[src/rtl/sprite_compositor_if.sv]
// Pixel/sprite/palette bundle between the VGA timing side and the compositor.
// master: VGA controller, sprite register bank and background ROM/palette.
// slave : sprite_compositor.
interface sprite_compositor_if #(
  parameter int NUM_SPRITES = 4,
  parameter int COORD_W     = 10,
  parameter int COLOR_W     = 8,
  parameter int BG_ADDR_W   = 19
);
  logic [COORD_W-1:0]               DrawX;
  logic [COORD_W-1:0]               DrawY;
  logic                             blank;
  logic [NUM_SPRITES*COORD_W-1:0]   SprX;
  logic [NUM_SPRITES*COORD_W-1:0]   SprY;
  logic [NUM_SPRITES*COORD_W-1:0]   SprSize;
  logic [NUM_SPRITES-1:0]           SprEnable;
  logic [NUM_SPRITES-1:0]           SprShape;
  logic [NUM_SPRITES-1:0]           SprBlend;
  logic [NUM_SPRITES*3*COLOR_W-1:0] SprColor;
  logic [BG_ADDR_W-1:0]             bg_addr;
  logic [COLOR_W-1:0]               bg_red;
  logic [COLOR_W-1:0]               bg_green;
  logic [COLOR_W-1:0]               bg_blue;
  logic [COLOR_W-1:0]               Red;
  logic [COLOR_W-1:0]               Green;
  logic [COLOR_W-1:0]               Blue;
  logic                             blank_out;
  logic [NUM_SPRITES-1:0]           collision_flags;
  logic                             collision_valid;

  modport master (
    output DrawX, DrawY, blank, SprX, SprY, SprSize, SprEnable, SprShape,
           SprBlend, SprColor, bg_red, bg_green, bg_blue,
    input  bg_addr, Red, Green, Blue, blank_out, collision_flags, collision_valid
  );

  modport slave (
    input  DrawX, DrawY, blank, SprX, SprY, SprSize, SprEnable, SprShape,
           SprBlend, SprColor, bg_red, bg_green, bg_blue,
    output bg_addr, Red, Green, Blue, blank_out, collision_flags, collision_valid
  );
endinterface

[src/rtl/sprite_compositor.sv]
// Three-stage per-pixel compositor: NUM_SPRITES circle/square sprites over a
// ROM background, with per-frame sprite collision reporting.
// Optional build macro SPRITE_BLEND_EN: winning sprite with SprBlend set is
// averaged with the layer beneath it (next hit sprite, else background).
module sprite_compositor #(
  parameter int NUM_SPRITES = 4,
  parameter int COORD_W     = 10,
  parameter int COLOR_W     = 8,
  parameter int H_ACTIVE    = 640,
  parameter int V_ACTIVE    = 480,
  parameter int BG_ADDR_W   = 19
) (
  input  logic              vga_clk,
  input  logic              Reset_n,
  sprite_compositor_if.slave bus
);
  localparam int SQ_W  = 2 * (COORD_W + 1);
  localparam int RGB_W = 3 * COLOR_W;
  localparam int IDX_W = (NUM_SPRITES > 1) ? $clog2(NUM_SPRITES) : 1;
  localparam logic [COORD_W:0]     H_LIM = (COORD_W + 1)'(H_ACTIVE);
  localparam logic [COORD_W:0]     V_LIM = (COORD_W + 1)'(V_ACTIVE);
  localparam logic [BG_ADDR_W-1:0] H_MUL = BG_ADDR_W'(H_ACTIVE);

  logic [1:0] rst_sync_q;
  logic       pipe_rst_n;

  // Reset asserts asynchronously, releases on a clock edge
  always_ff @(posedge vga_clk or negedge Reset_n) begin
    if (!Reset_n) rst_sync_q <= 2'b00;
    else          rst_sync_q <= {rst_sync_q[0], 1'b1};
  end
  assign pipe_rst_n = rst_sync_q[1];

  // ---------------- stage 1: address and hit test ----------------
  logic [NUM_SPRITES-1:0] hit_d;
  logic [BG_ADDR_W-1:0]   bg_addr_d;
  logic                   in_active;
  logic                   fs_d;
  logic [RGB_W-1:0]       spr_col [NUM_SPRITES];

  assign in_active = bus.blank && ({1'b0, bus.DrawX} < H_LIM) && ({1'b0, bus.DrawY} < V_LIM);
  assign bg_addr_d = in_active ? (BG_ADDR_W'(bus.DrawY) * H_MUL + BG_ADDR_W'(bus.DrawX)) : '0;
  assign fs_d      = (bus.DrawX == '0) && (bus.DrawY == '0);

  // Distances are widened by one bit so off-screen parts never wrap back in
  for (genvar g = 0; g < NUM_SPRITES; g++) begin : g_spr
    logic signed [COORD_W:0] dx, dy;
    logic [COORD_W:0]        adx, ady;
    logic [COORD_W-1:0]      size;
    logic [SQ_W-1:0]         dist2, rad2;
    logic                    in_circ, in_sq;

    assign size    = bus.SprSize[g*COORD_W +: COORD_W];
    assign dx      = $signed({1'b0, bus.DrawX}) - $signed({1'b0, bus.SprX[g*COORD_W +: COORD_W]});
    assign dy      = $signed({1'b0, bus.DrawY}) - $signed({1'b0, bus.SprY[g*COORD_W +: COORD_W]});
    assign adx     = dx[COORD_W] ? $unsigned(-dx) : $unsigned(dx);
    assign ady     = dy[COORD_W] ? $unsigned(-dy) : $unsigned(dy);
    assign dist2   = SQ_W'(adx) * SQ_W'(adx) + SQ_W'(ady) * SQ_W'(ady);
    assign rad2    = SQ_W'(size) * SQ_W'(size);
    assign in_circ = (dist2 <= rad2);
    assign in_sq   = (adx <= {1'b0, size}) && (ady <= {1'b0, size});
    assign hit_d[g] = bus.SprEnable[g] & (bus.SprShape[g] ? in_sq : in_circ);
    assign spr_col[g] = bus.SprColor[g*RGB_W +: RGB_W];
  end

  logic [BG_ADDR_W-1:0]   bg_addr_q;
  logic [NUM_SPRITES-1:0] hit1_q;
  logic                   blank1_q;
  logic                   fs1_q;

  // Stage 1 registers
  always_ff @(posedge vga_clk or negedge pipe_rst_n) begin
    if (!pipe_rst_n) begin
      bg_addr_q <= '0;
      hit1_q    <= '0;
      blank1_q  <= 1'b0;
      fs1_q     <= 1'b0;
    end else begin
      bg_addr_q <= bg_addr_d;
      hit1_q    <= hit_d;
      blank1_q  <= bus.blank;
      fs1_q     <= fs_d;
    end
  end
  assign bus.bg_addr = bg_addr_q;

  // ---------------- stage 2: priority select, collisions ----------------
  logic             win_any, sec_any;
  logic [IDX_W-1:0] win_idx, sec_idx;
  logic [RGB_W-1:0] bg_rgb;
  logic [RGB_W-1:0] spr2_d, under2_d;
  logic             blend2_d;
  logic             multi;
  logic [NUM_SPRITES-1:0] acc_d, acc_q, flags_d, flags_q;
  logic             valid_d, valid_q;

  assign bg_rgb = {bus.bg_red, bus.bg_green, bus.bg_blue};

  // Lowest set index wins; the next set index is the layer beneath it
  always_comb begin
    win_any = 1'b0;
    win_idx = '0;
    sec_any = 1'b0;
    sec_idx = '0;
    for (int i = 0; i < NUM_SPRITES; i++) begin
      if (hit1_q[i]) begin
        if (!win_any) begin
          win_any = 1'b1;
          win_idx = IDX_W'(i);
        end else if (!sec_any) begin
          sec_any = 1'b1;
          sec_idx = IDX_W'(i);
        end
      end
    end
  end

  // Colour operands for the final mux
  always_comb begin
    spr2_d   = spr_col[win_idx];
    under2_d = bg_rgb;
    blend2_d = 1'b0;
`ifdef SPRITE_BLEND_EN
    blend2_d = win_any & bus.SprBlend[win_idx];
    if (sec_any) under2_d = spr_col[sec_idx];
`endif
  end

`ifndef SPRITE_BLEND_EN
  logic unused_blend;
  assign unused_blend = ^{bus.SprBlend, sec_idx};
`endif

  // Two or more hits on one active pixel is a collision for all of them
  always_comb begin
    multi   = blank1_q & sec_any;
    acc_d   = acc_q;
    flags_d = flags_q;
    valid_d = 1'b0;
    if (fs1_q) begin
      flags_d = acc_q;
      valid_d = 1'b1;
      acc_d   = multi ? hit1_q : '0;
    end else if (multi) begin
      acc_d = acc_q | hit1_q;
    end
  end

  logic             any2_q, blank2_q, blend2_q;
  logic [RGB_W-1:0] spr2_q, under2_q;

  // Stage 2 registers
  always_ff @(posedge vga_clk or negedge pipe_rst_n) begin
    if (!pipe_rst_n) begin
      any2_q   <= 1'b0;
      blank2_q <= 1'b0;
      blend2_q <= 1'b0;
      spr2_q   <= '0;
      under2_q <= '0;
      acc_q    <= '0;
      flags_q  <= '0;
      valid_q  <= 1'b0;
    end else begin
      any2_q   <= win_any;
      blank2_q <= blank1_q;
      blend2_q <= blend2_d;
      spr2_q   <= spr2_d;
      under2_q <= under2_d;
      acc_q    <= acc_d;
      flags_q  <= flags_d;
      valid_q  <= valid_d;
    end
  end
  assign bus.collision_flags = flags_q;
  assign bus.collision_valid = valid_q;

  // ---------------- stage 3: output mux ----------------
  logic [RGB_W-1:0] avg_rgb, rgb3_d, rgb3_q;
  logic             blank3_q;

  for (genvar c = 0; c < 3; c++) begin : g_avg
    logic [COLOR_W:0] sum;
    assign sum = {1'b0, spr2_q[c*COLOR_W +: COLOR_W]} + {1'b0, under2_q[c*COLOR_W +: COLOR_W]};
    assign avg_rgb[c*COLOR_W +: COLOR_W] = COLOR_W'(sum >> 1);
  end

  // Blanked pixels are forced black; otherwise sprite over background
  always_comb begin
    rgb3_d = '0;
    if (blank2_q) begin
      if (any2_q) rgb3_d = blend2_q ? avg_rgb : spr2_q;
      else        rgb3_d = under2_q;
    end
  end

  // Stage 3 registers
  always_ff @(posedge vga_clk or negedge pipe_rst_n) begin
    if (!pipe_rst_n) begin
      rgb3_q   <= '0;
      blank3_q <= 1'b0;
    end else begin
      rgb3_q   <= rgb3_d;
      blank3_q <= blank2_q;
    end
  end
  assign bus.Red       = rgb3_q[3*COLOR_W-1:2*COLOR_W];
  assign bus.Green     = rgb3_q[2*COLOR_W-1:COLOR_W];
  assign bus.Blue      = rgb3_q[COLOR_W-1:0];
  assign bus.blank_out = blank3_q;
endmodule
[src/flat_wrapper.sv]
// flat-port wrapper written by rule: the top's interface ports become plain ports
module sprite_compositor_flat 
#(
  parameter int NUM_SPRITES = 4,
  parameter int COORD_W     = 10,
  parameter int COLOR_W     = 8,
  parameter int H_ACTIVE    = 640,
  parameter int V_ACTIVE    = 480,
  parameter int BG_ADDR_W   = 19
)
  (vga_clk, Reset_n, bus_DrawX, bus_DrawY, bus_blank, bus_SprX, bus_SprY, bus_SprSize, bus_SprEnable, bus_SprShape, bus_SprBlend, bus_SprColor, bus_bg_red, bus_bg_green, bus_bg_blue, bus_bg_addr, bus_Red, bus_Green, bus_Blue, bus_blank_out, bus_collision_flags, bus_collision_valid);
  sprite_compositor_if #(.NUM_SPRITES(NUM_SPRITES), .COORD_W(COORD_W), .COLOR_W(COLOR_W), .BG_ADDR_W(BG_ADDR_W)) bus_i ();
  input  logic vga_clk;
  input  logic Reset_n;
  input wire logic [$bits(bus_i.DrawX)-1:0] bus_DrawX;
  input wire logic [$bits(bus_i.DrawY)-1:0] bus_DrawY;
  input wire logic [$bits(bus_i.blank)-1:0] bus_blank;
  input wire logic [$bits(bus_i.SprX)-1:0] bus_SprX;
  input wire logic [$bits(bus_i.SprY)-1:0] bus_SprY;
  input wire logic [$bits(bus_i.SprSize)-1:0] bus_SprSize;
  input wire logic [$bits(bus_i.SprEnable)-1:0] bus_SprEnable;
  input wire logic [$bits(bus_i.SprShape)-1:0] bus_SprShape;
  input wire logic [$bits(bus_i.SprBlend)-1:0] bus_SprBlend;
  input wire logic [$bits(bus_i.SprColor)-1:0] bus_SprColor;
  input wire logic [$bits(bus_i.bg_red)-1:0] bus_bg_red;
  input wire logic [$bits(bus_i.bg_green)-1:0] bus_bg_green;
  input wire logic [$bits(bus_i.bg_blue)-1:0] bus_bg_blue;
  output wire logic [$bits(bus_i.bg_addr)-1:0] bus_bg_addr;
  output wire logic [$bits(bus_i.Red)-1:0] bus_Red;
  output wire logic [$bits(bus_i.Green)-1:0] bus_Green;
  output wire logic [$bits(bus_i.Blue)-1:0] bus_Blue;
  output wire logic [$bits(bus_i.blank_out)-1:0] bus_blank_out;
  output wire logic [$bits(bus_i.collision_flags)-1:0] bus_collision_flags;
  output wire logic [$bits(bus_i.collision_valid)-1:0] bus_collision_valid;
  assign bus_i.DrawX = bus_DrawX;
  assign bus_i.DrawY = bus_DrawY;
  assign bus_i.blank = bus_blank;
  assign bus_i.SprX = bus_SprX;
  assign bus_i.SprY = bus_SprY;
  assign bus_i.SprSize = bus_SprSize;
  assign bus_i.SprEnable = bus_SprEnable;
  assign bus_i.SprShape = bus_SprShape;
  assign bus_i.SprBlend = bus_SprBlend;
  assign bus_i.SprColor = bus_SprColor;
  assign bus_i.bg_red = bus_bg_red;
  assign bus_i.bg_green = bus_bg_green;
  assign bus_i.bg_blue = bus_bg_blue;
  assign bus_bg_addr = bus_i.bg_addr;
  assign bus_Red = bus_i.Red;
  assign bus_Green = bus_i.Green;
  assign bus_Blue = bus_i.Blue;
  assign bus_blank_out = bus_i.blank_out;
  assign bus_collision_flags = bus_i.collision_flags;
  assign bus_collision_valid = bus_i.collision_valid;
  sprite_compositor #(.NUM_SPRITES(NUM_SPRITES), .COORD_W(COORD_W), .COLOR_W(COLOR_W), .H_ACTIVE(H_ACTIVE), .V_ACTIVE(V_ACTIVE), .BG_ADDR_W(BG_ADDR_W)) u_core (.vga_clk(vga_clk), .Reset_n(Reset_n), .bus(bus_i));
endmodule
[config.mk]
export PLATFORM = sky130hd
export DESIGN_NAME = sprite_compositor_flat
export DESIGN_NICKNAME = d
export VERILOG_FILES = /design/src/rtl/sprite_compositor_if.sv /design/src/rtl/sprite_compositor.sv /design/src/flat_wrapper.sv
export SDC_FILE = /design/constraint.sdc
export NUM_CORES = 2
export LEC_CHECK = 0
export ABC_AREA = 1
export ABC_CLOCK_PERIOD_IN_PS = 6920
export CAP_MARGIN = 20
export CORE_MARGIN = 4
export CORE_UTILIZATION = 49
export DETAILED_ROUTE_END_ITERATION = 10
export GPL_TIMING_DRIVEN = 0
export PLACE_DENSITY = 0.64
export RECOVER_POWER = 50
export SLEW_MARGIN = 20
export SYNTH_ARGS = -nofsm -noshare
export SYNTH_HDL_FRONTEND = slang
export SYNTH_SLANG_ARGS = --single-unit
[constraint.sdc]
create_clock -name vga_clk -period 6.92 [get_ports vga_clk]
set_input_delay 0.692 -clock vga_clk [delete_from_list [all_inputs] [get_ports vga_clk]]
set_output_delay 0.692 -clock vga_clk [all_outputs]
set_load 0.01 [all_outputs]
==> results_dict.tcl <==
set metrics [dict create \
    layout-drive-gt1-share 0.143 \
    fin_nets 9406 \
    detailed_place_hpwl_mm 127 \
    final_min_period_over_clock_period 1.37 \
    crit_start "bus_DrawX[0]" \
    firstDrtPassIters 8 \
    fin_worst_skew_ns 0.0395 \
    start_util 0.495 \
    cap_violations 2 \
    synth_area_sq_um 52200 \
    gp_congestion 0.905 \
    rr_worst_depth 2 \
    antenna_found_initial 18 \
    slowest_delay_ns 0.60 \
    clkTransAtPathRegs_ns 0.13 \
    fin_ws_ns -2.54 \
    fin_crit_ns 9.46 \
    synth_top_cell_by_area "fa_1" \
    fmax_ghz 0.106 \
    synthToLayoutAreaGrowth_pct 22.0 \
    grt_max_degree 55 \
    portBuffers 303 \
    cp-start-kind "primary input" \
    die_h_um 335 \
    synth_warnings 0 \
    critical_path_class "primary input to register" \
    r2r_end "u_core.under2_q[1]$_DFF_PN0_" \
    grt_overflow_total 0 \
    violations "max-capacitance violations, max-slew violations, negative setup slack" \
    crit_path_frequent_cell "nand2_1" \
    crit_arrival_ns 9.76 \
    holdWs_ns 0.373 \
    rows 119 \
    cts_tree "built" \
    track_usage 0.272 \
    place_area_sq_um 57900 \
    final_hold_viol_count 0 \
    synth_ff_type "dfrtp_1" \
    rsz0062_at_grt "true" \
    io_pins 324 \
    outcome "finished, violations left" \
    synth_edf_count 0 \
    setup_violations 4 \
    maxSlewViolCount 92 \
    syn_area_per_cell_sq_um 7.74 \
    synth_cells 6752 \
    ys_ff_latch 111 \
    drc 0 \
    clkSinkCount 111 \
    clockBufferDepth 2 \
    fin_setup_tns_ns -9.59 \
    viasPerCell 5.05 \
    die-area_sq_um 112000 \
    grt_pass1_vias 46400 \
    final_antenna_net_count 0 \
    clock_latency_ns 0.41 \
    relSlewSlack -0.904 \
    cpMaxStageDelayCell "fa_2" \
    wl_mm 150 \
    clockRootBuffer "clkbuf_16" \
    synth_cell_types 63 \
    avgRoutedWirePerCell_um 17.0 \
    tightest_slew_ns 2.86 \
    die_x_um 335 \
    worst-r2r-setup-slack_ns 1.46 \
    rr_startpoint "u_core.rst_sync_q[1]$_DFF_PN0_" \
    via_count 44700 \
    seq_area_frac_synth 0.0532 \
    ctsHoldBuffers 0 \
    crit_fanout 6 \
    cp-end-kind "register" \
    ys_top_cells_by_area "fa_1, ha_1, inv_1" \
    synth_top_area_share 0.329 \
    core_sq_um 106000 \
    design_area_sq_um 63800 \
    drt_iter0_markers 2164 \
    cts_buffers 9 \
    synthArstFlopShare 1.00 \
    cp_data_required_time_ns 7.22 \
    cts_max_level 3 \
    grt_pass1_wl_mm 242 \
    hp-class "register to async pin" \
]
## worst max-delay path by stage
stage,endpoint,slack (ns),cells past startpoint
after floorplan,u_core.hit1_q[2]$_DFF_PN0_,-1.67,43
after global placement,u_core.hit1_q[3]$_DFF_PN0_,-5.31,40
after detailed placement,u_core.hit1_q[3]$_DFF_PN0_,-4.96,39
after CTS,u_core.hit1_q[3]$_DFF_PN0_,-2.47,43
after global routing,u_core.hit1_q[1]$_DFF_PN0_,-2.92,51
final,u_core.hit1_q[1]$_DFF_PN0_,-2.54,49
## worst max-delay path, delay by kind of cell
family                     cells  cell delay, ns
AOI/OAI and AO/OA              7            1.12
xor gates and xnor gates       2            0.34
adders and majority gates     11            4.80
buffers and inverters         10            0.92
and+or+nand+nor               19            1.86
## state kept, by name, indices dropped and copies added (netlist names)
name	cells
u_core.acc_q	4
u_core.any2_q	1
u_core.blank1_q	1
u_core.blank2_q	1
u_core.bus.bg_addr	19
u_core.bus.blank_out	1
u_core.bus.collision_flags	4
u_core.bus.collision_valid	1
u_core.fs1_q	1
u_core.hit1_q	4
u_core.rgb3_q	24
u_core.rst_sync_q	2
u_core.spr2_q	24
u_core.under2_q	24
## through the flow
step | worst slack (ns) | util | std cells
floorplan | -1.67 | - | 6811
global placement | -5.31 | 0.547 | 8505
detailed placement | -4.96 | 0.548 | 8507
CTS | -2.47 | 0.594 | 8788
global route | -2.92 | 0.604 | 8847
finish | -2.54 | 0.604 | 8858
## layer usage
metal / share of wire / GRT usage
met1: 0.44 / 0.364
met2: 0.47 / 0.467
met3: 0.060 / 0.0363
met4: 0.028 / 0.0675
met5: 0.00027 / 0
## layout by cell type, fill, tap and decap left out, types with 74 or more instances in the layout
master,instances
nand4_1,84
xor2_1,125
ha_1,747
nand2_2,74
inv_1,1803
o21ai_0,125
buf_4,295
nand3_1,144
nand2_1,924
nor2_2,75
fa_1,830
clkdlybuf4s50_1,232
dfrtp_1,111
a21oi_1,209
nor2_1,559
## synthesized netlist by cell type, drive strengths merged (5+ instances only)
library cell and number:
nand3b 15, inv 1911, nor4 13, a21boi 6, buf 16, a21oi 253, a31oi 18, nand2 1034
or2 19, and2 6, clkinv 9, nor2 682, o21a 7, nand3 178, o31ai 17, dfrtp 111
o21ai 168, fa 858, nand4 84, o211ai 13, o32ai 25, nor3b 19, a211oi 24, a21o 13
o2111ai 5, xor2 157, xnor2 81, clkbuf 82, o21bai 21, ha 828, nor3 50
## kinds of logic (layout without fill, tap and decap cells)
group | after synthesis | count (layout) | share of synthesized area
AND/OR/NAND/NOR | 2106 | 2106 | 0.167
buffers and inverters | 2018 | 2656 | 0.145
adder cells (fa/ha/maj) | 1686 | 1686 | 0.527
AO/OA/AOI/OAI | 587 | 588 | 0.0656
XOR/XNOR | 238 | 238 | 0.0412
flip-flops | 111 | 111 | 0.0532
multiplexers | 4 | 4 | 0.000862
other | 2 | 78 | 0.000144
## layout make-up
class	count	area, sq um
Tap cell	1391	1740
Buffer	98	553
Clock buffer	9	225
Fill cell	9504	41800
Sequential cell	111	2780
Timing Repair Buffer	620	5520
Timing Repair inverter	2	8.76
Clock inverter	7	98.8
Multi-Input combinational cell	4683	45400
Inverter	1920	7390
Antenna cell	17	42.5
## what timing repair did
action                                  4_1_cts  5_1_grt
endpoints found under the setup margin        4        4
gates cloned                                  2        1
resized for setup                           731      189
setup buffers                               263       53
pin swaps                                   268      198
Power is not shown: default switching activity piles up to over one toggle a cycle in this logic, so the estimate is an artifact.
